`src/rtl/pf_lanectrl_pause_arbiter.sv`:
```
// Pause arbiter for the lane-controller HS_IO_CLK_PAUSE input.
// Several requesters share one pause line. Each access follows the same
// sequence: raise pause, wait for setup, grant one requester, wait for the
// grant to be released (or forced off), wait for hold, drop pause, then
// keep pause low for a minimum gap. Winners are picked round-robin. A
// requester whose grant is forced off is locked out until it drops REQ.
module pf_lanectrl_pause_arbiter #(
    parameter int NUM_REQ  = 4,
    parameter int PRE_CYC  = 4,
    parameter int POST_CYC = 4,
    parameter int GAP_CYC  = 2,
    parameter int MAX_HOLD = 64
) (
    input  logic               CLK,
    input  logic               RESET_N,
    input  logic [NUM_REQ-1:0] REQ,
    output logic [NUM_REQ-1:0] GNT,
    output logic               HS_IO_CLK_PAUSE,
    output logic               BUSY,
    output logic               TIMEOUT
);

    localparam int IDX_W = (NUM_REQ > 1) ? $clog2(NUM_REQ) : 1;

    // Counter reload values; all phases share one 8-bit down-counter.
    localparam logic [7:0] PRE_LD  = 8'(PRE_CYC - 1);
    localparam logic [7:0] POST_LD = 8'(POST_CYC - 1);
    localparam logic [7:0] HOLD_LD = 8'(MAX_HOLD - 1);
    localparam logic [7:0] GAP_LD  = (GAP_CYC > 0) ? 8'(GAP_CYC - 1) : 8'd0;

    typedef enum logic [2:0] {
        ST_IDLE  = 3'd0,
        ST_SETUP = 3'd1,
        ST_GRANT = 3'd2,
        ST_HOLD  = 3'd3,
        ST_GAP   = 3'd4
    } state_t;

    state_t             state_q,   state_d;
    logic [7:0]         cnt_q,     cnt_d;
    logic [IDX_W-1:0]   winner_q,  winner_d;
    logic [IDX_W-1:0]   ptr_q,     ptr_d;
    logic [NUM_REQ-1:0] lockout_q, lockout_d;
    logic [NUM_REQ-1:0] gnt_q,     gnt_d;
    logic               pause_q,   pause_d;
    logic               busy_q,    busy_d;
    logic               timeout_q, timeout_d;

    logic [NUM_REQ-1:0] req_eff_s;

    // First set bit at or above ptr, wrapping around past the top index.
    function automatic logic [IDX_W-1:0] rr_pick(input logic [NUM_REQ-1:0] req,
                                                 input logic [IDX_W-1:0]   ptr);
        logic             found;
        logic [IDX_W-1:0] pick;
        int               idx;
        found = 1'b0;
        pick  = {IDX_W{1'b0}};
        for (int i = 0; i < NUM_REQ; i++) begin
            idx = int'(ptr) + i;
            if (idx >= NUM_REQ) begin
                idx = idx - NUM_REQ;
            end else begin
                idx = idx;
            end
            if (!found && req[idx]) begin
                found = 1'b1;
                pick  = idx[IDX_W-1:0];
            end else begin
                found = found;
            end
        end
        return pick;
    endfunction

    // Round-robin pointer just past the given winner, modulo NUM_REQ.
    function automatic logic [IDX_W-1:0] next_ptr(input logic [IDX_W-1:0] w);
        if (int'(w) >= NUM_REQ - 1) begin
            return {IDX_W{1'b0}};
        end else begin
            return w + {{(IDX_W-1){1'b0}}, 1'b1};
        end
    endfunction

    // One-hot vector with only the given index set.
    function automatic logic [NUM_REQ-1:0] onehot(input logic [IDX_W-1:0] w);
        logic [NUM_REQ-1:0] v;
        v    = {NUM_REQ{1'b0}};
        v[w] = 1'b1;
        return v;
    endfunction

    assign req_eff_s = REQ & ~lockout_q;

    // Sequencer next state: pause/grant phases, counter, pointer and lockout.
    always_comb begin
        state_d   = state_q;
        cnt_d     = cnt_q;
        winner_d  = winner_q;
        ptr_d     = ptr_q;
        gnt_d     = gnt_q;
        pause_d   = pause_q;
        timeout_d = 1'b0;
        // A requester leaves lockout in any cycle its REQ is low.
        lockout_d = lockout_q & REQ;

        case (state_q)
            ST_IDLE: begin
                gnt_d = {NUM_REQ{1'b0}};
                if (|req_eff_s) begin
                    winner_d = rr_pick(req_eff_s, ptr_q);
                    pause_d  = 1'b1;
                    cnt_d    = PRE_LD;
                    state_d  = ST_SETUP;
                end else begin
                    pause_d = 1'b0;
                    state_d = ST_IDLE;
                end
            end
            ST_SETUP: begin
                // Withdrawn requests are ignored here; the grant is issued anyway.
                if (cnt_q == 8'd0) begin
                    gnt_d   = onehot(winner_q);
                    cnt_d   = HOLD_LD;
                    ptr_d   = next_ptr(winner_q);
                    state_d = ST_GRANT;
                end else begin
                    cnt_d = cnt_q - 8'd1;
                end
            end
            ST_GRANT: begin
                // Release by the requester takes priority over the forced release.
                if (!REQ[winner_q]) begin
                    gnt_d   = {NUM_REQ{1'b0}};
                    cnt_d   = POST_LD;
                    state_d = ST_HOLD;
                end else if (cnt_q == 8'd0) begin
                    gnt_d               = {NUM_REQ{1'b0}};
                    timeout_d           = 1'b1;
                    lockout_d[winner_q] = 1'b1;
                    cnt_d               = POST_LD;
                    state_d             = ST_HOLD;
                end else begin
                    cnt_d = cnt_q - 8'd1;
                end
            end
            ST_HOLD: begin
                if (cnt_q == 8'd0) begin
                    pause_d = 1'b0;
                    if (GAP_CYC == 0) begin
                        state_d = ST_IDLE;
                    end else begin
                        cnt_d   = GAP_LD;
                        state_d = ST_GAP;
                    end
                end else begin
                    cnt_d = cnt_q - 8'd1;
                end
            end
            ST_GAP: begin
                if (cnt_q == 8'd0) begin
                    state_d = ST_IDLE;
                end else begin
                    cnt_d = cnt_q - 8'd1;
                end
            end
            default: begin
                state_d = ST_IDLE;
                gnt_d   = {NUM_REQ{1'b0}};
                pause_d = 1'b0;
                cnt_d   = 8'd0;
            end
        endcase

        busy_d = (state_d != ST_IDLE);
    end

    // State and output registers; reset clears grant and pause at once.
    always_ff @(posedge CLK or negedge RESET_N) begin
        if (!RESET_N) begin
            state_q   <= ST_IDLE;
            cnt_q     <= 8'd0;
            winner_q  <= {IDX_W{1'b0}};
            ptr_q     <= {IDX_W{1'b0}};
            lockout_q <= {NUM_REQ{1'b0}};
            gnt_q     <= {NUM_REQ{1'b0}};
            pause_q   <= 1'b0;
            busy_q    <= 1'b0;
            timeout_q <= 1'b0;
        end else begin
            state_q   <= state_d;
            cnt_q     <= cnt_d;
            winner_q  <= winner_d;
            ptr_q     <= ptr_d;
            lockout_q <= lockout_d;
            gnt_q     <= gnt_d;
            pause_q   <= pause_d;
            busy_q    <= busy_d;
            timeout_q <= timeout_d;
        end
    end

    assign GNT             = gnt_q;
    assign HS_IO_CLK_PAUSE = pause_q;
    assign BUSY            = busy_q;
    assign TIMEOUT         = timeout_q;

endmodule

```
`config.mk`:
```
export PLATFORM = sky130hd
export DESIGN_NAME = pf_lanectrl_pause_arbiter
export DESIGN_NICKNAME = d
export VERILOG_FILES = /design/src/rtl/pf_lanectrl_pause_arbiter.sv
export SDC_FILE = /design/constraint.sdc
export NUM_CORES = 1
export LEC_CHECK = 0
export ABC_CLOCK_PERIOD_IN_PS = 2200
export CORE_MARGIN = 2
export CORE_UTILIZATION = 45
export DETAILED_ROUTE_END_ITERATION = 7
export GPL_TIMING_DRIVEN = 0
export SLEW_MARGIN = 20
export SYNTH_ARGS = -nofsm -noshare
export SYNTH_HDL_FRONTEND = slang
export SYNTH_SLANG_ARGS = --single-unit
```
`constraint.sdc`:
```
create_clock -name CLK -period 2.2 [get_ports CLK]
set_input_delay 0.44 -clock CLK [delete_from_list [all_inputs] [get_ports CLK]]
set_output_delay 0.44 -clock CLK [all_outputs]
set_load 0.01 [all_outputs]
```
==> summary.md, run 1 <==
| Metric | Value |
|---|---|
| Max clock buf depth | `2` |
| Asr flop ratio synth | `between 90% and 100%` |
| Vias | `about 1,200` |
| Syn Inst Count | `about 160` |
| Number of DRC markers in iteration 0 | `77` |
| Slew HR | `61.7%` |
| Clock Pin Slew Worst Setup and Hold Paths | `about 150 ps` |
| Dpl ws | `-151 ps` |
| Area Overhead vs Synth | `14.7%` |
| Initial antenna violation count | `0` |
| Post-route DRC | `0` |
| Fin area | `1760 um^2` |
| Max Fclk | `approximately 0.50 GHz` |
| CP Launch Type | `input pin` |
| Vias/cell | `about 5.6` |
| Routability cong. | `0.830` |
| Gr usage total | `18.4%` |
| Pin count of the biggest net entering global routing | `27` |
| Cells after DPL | `approximately 210` |
| Number of post-CTS setup repair buffers | `0` |
| Clock root buffer | `clkbuf_4` |
| Layout cells sized above 1 | `about an eighth` |
| Number of core rows | `21` |
| Worst-path maximum fanout | `5` |
| Pwr Total | `847 uW` |
| P_leak | `0.800 nW` |
| Status | `completed` |
| Setup CP Type | `input pin to flop` |
| Register bit count reported by yosys | `26` |
| Synth cell types | `49` |
| TritonCTS Buffers | `3` |
| Gr ovfl total | `0` |
| Seq/Total Area, Yosys | `~42%` |
| Critical Path RT | `approximately 2500 ps` |
| Tcrit/Tclk final | `between 90 and 100%` |
| RSZ-0062 raised after global routing | `false` |
| Per-cell routed wire length | `approximately 15 um` |
| # H-tree levels | `1` |
| CP Data Arrival Time | `roughly 2300 ps` |
| DP Wirelength | `~2.5 mm` |
| Routed WL | `3.29 mm` |
| Antenna Nets Post-Route | `0` |
| Vias in the first global route | `between 1,000 and 1,500` |
| DIE WIDTH | `roughly 62 um` |
| Synth Cell Area | `~1500 um^2` |
| Sinks on Clock Net | `26` |
| Pins over their slew limit | `0` |
| Initial Util | `46.3%` |
| Worst VDD drop | `between 400 and 500 uV` |
| Worst skew pair latency | `~320 ps` |
| Die ar. | `3890 um^2` |
| Post-CTS sizing | `0` |
| Core Util, Final | `between 50% and 60%` |
| Hold Path Class | `input pin to async pin` |
| Post-Syn Nets | `about 170` |
| Max Cap Viol | `0` |
| IO Pins | `13` |
| Number of flops mapped to enable cells by yosys | `0` |
| Clk_skew | `around 3 ps` |
| Area after DPL | `~1700 um^2` |
| Post-layout net count | `184` |
| CTS tree | `yes` |
| Core Box Area | `roughly 3300 um^2` |
| Hold_buf cts | `0` |
| Drt first pass iters | `4` |
| Non-Filler Instances | `217` |
| # port buffers | `12` |
| Reg2reg path depth | `6` |
| Antenna Cells | `0` |
| Die H | `approximately 62 um` |
| Setup ws final | `between 150 and 200 ps` |
| Endpoint class of the critical path | `flop` |
| Setup violators final | `0` |
| Ys flop type | `dfrtp_1` |
| Minimum clock period | `around 2000 ps` |
| First-pass GRT wire length | `5.75 mm` |
| Yosys warning count | `0` |
| Worst Max-Slew Pin Slew | `574 ps` |
| PD cells | `481 nW/um^2` |
| Mean Syn Cell Area | `9.90 um^2` |
| Final Hold Fails | `0` |
-- flip-flops by register name (all words and copies together), names as in the netlist, 2 cells and up --
register,flops
ptr_q,2
state_q,3
GNT,4
winner_q,2
lockout_q,4
cnt_q,8
-- Yosys cell counts, types with 2 or more instances --
| library cell | count | area [um^2] |
|---|---|---|
| dfrtp_1 | 26 | 651 |
| nand2_1 | 15 | 56.3 |
| a21oi_1 | 11 | 55.1 |
| inv_1 | 10 | 37.5 |
| a22o_1 | 8 | 70.1 |
| nor2_1 | 8 | 30.0 |
| ha_1 | 6 | 75.1 |
| o21ai_0 | 6 | 30.0 |
| o22ai_1 | 6 | 37.5 |
| a21o_1 | 4 | 30.0 |
| a31oi_1 | 4 | 25.0 |
| nand3_1 | 3 | 15.0 |
| nor2b_1 | 3 | 18.8 |
| clkbuf_1 | 2 | 7.51 |
| mux2i_1 | 2 | 20.0 |
| nand2_2 | 2 | 12.5 |
| nand2b_1 | 2 | 12.5 |
| nor2_2 | 2 | 12.5 |
| nor4_4 | 2 | 42.5 |
| o21a_1 | 2 | 15.0 |
| or3_1 | 2 | 12.5 |
| xnor2_1 | 2 | 17.5 |
-- layout make-up --
cell class              instances  area [um^2]
fillers                       310         1550
multi-input cells             113          811
flip-flops and latches         26          651
repair buffers                 12          115
well taps                      46         57.6
inverters                      10         37.5
plain buffers                   6         35.0
clock inverters                 1         30.0
clock buffers                   3         22.5
-- critical path, cell delays in order --
cell	delay (ps)
clkdlybuf4s50_1	440
nor2b_1	200
or4_4	570
mux2_4	300
nand2b_4	150
a31oi_1	160
-- worst paths after layout --
check | slack, ps | end | from
setup / recovery | 190 | cnt_q[6] | REQ[0]
hold reg to reg | 500 | cnt_q[7] | cnt_q[7]
setup reg to reg | 230 | ptr_q[0] | cnt_q[3]
min in group CLK | 500 | cnt_q[7] | cnt_q[7]
max in group asynchronous | 1740 | lockout_q[0] | RESET_N
hold / removal | 90 | cnt_q[0] | RESET_N
-- per-layer routing --
| layer | GRT usage (%) | vias up | share of wire [%] |
|---|---|---|---|
| met5 | 0 | - | 0 |
| met4 | 4.72 | 0 | 0.61 |
| met3 | 2.34 | 2 | 2.5 |
| met2 | 29.3 | 22 | 46 |
| met1 | 26.9 | 583 | 51 |
| li1 | - | 602 | - |
-- through the flow --
| stage | setup TNS (ps) | hold WS [ps] |
|---|---|---|
| detailed placement | -982 | 474 |
| global route | 0 | 130 |
| global placement | -795 | 473 |
| CTS | 0 | 101 |
| floorplan | 0 | 144 |
| finish | 0 | 87.6 |
-- where the power goes --
group          leakage (nW)  switching (mW)  internal, mW
registers             0.333               0         0.478
logic                 0.440          0.0205        0.0143
clock network        0.0279           0.150         0.184
total                 0.800           0.171         0.676
-- placed cells by master, fill, tap and decap left out, drive strengths merged, types with 2 or more instances in the layout --
cell type / Yosys / layout
nor2b: 3 / 3
a21oi: 11 / 11
o22ai: 6 / 6
nor2: 10 / 10
clkbuf: 2 / 5
o21a: 2 / 2
a31oi: 4 / 4
buf: 4 / 5
mux2i: 2 / 2
or3: 2 / 2
o21ai: 6 / 6
a21o: 4 / 4
inv: 10 / 10
nand2: 17 / 17
ha: 6 / 6
clkdlybuf4s50: 0 / 11
a22o: 8 / 8
dfrtp: 26 / 26
nand3: 4 / 4
xnor2: 2 / 2
nor4: 2 / 2
nand2b: 3 / 3
-- logic make-up (layout without fill, tap and decap cells) --
| kind of cell | count (synthesis) | count (layout) | synth area share (%) |
|---|---|---|---|
| simple gates | 49 | 49 | 19.6 |
| fa+ha+maj | 6 | 6 | 4.89 |
| xor+xnor | 2 | 2 | 1.14 |
| buf+inv | 16 | 32 | 4.73 |
| mux | 4 | 4 | 3.75 |
| flops | 26 | 26 | 42.4 |
| compound gates | 52 | 52 | 23.5 |
No activity file was read; power rests on OpenSTA's default activity.
==> run 2: changes to the inputs <==
ABC_CLOCK_PERIOD_IN_PS = 2300   (was 2200)
clock period = 2.3 ns   (was 2.2 ns; I/O delays follow)
==> results of run 2 <==
Same layout as run 1 (identical final DEF). Status: completed.
Among the figures that moved: setup slack after placement -151 ps -> -70.7 ps; setup slack after layout 188 ps -> 268 ps; hold slack 87.6 ps -> 108 ps; register-to-register setup slack 230 ps -> 330 ps; total power 0.847 mW -> 0.810 mW; worst IR drop on VDD 467 uV -> 446 uV
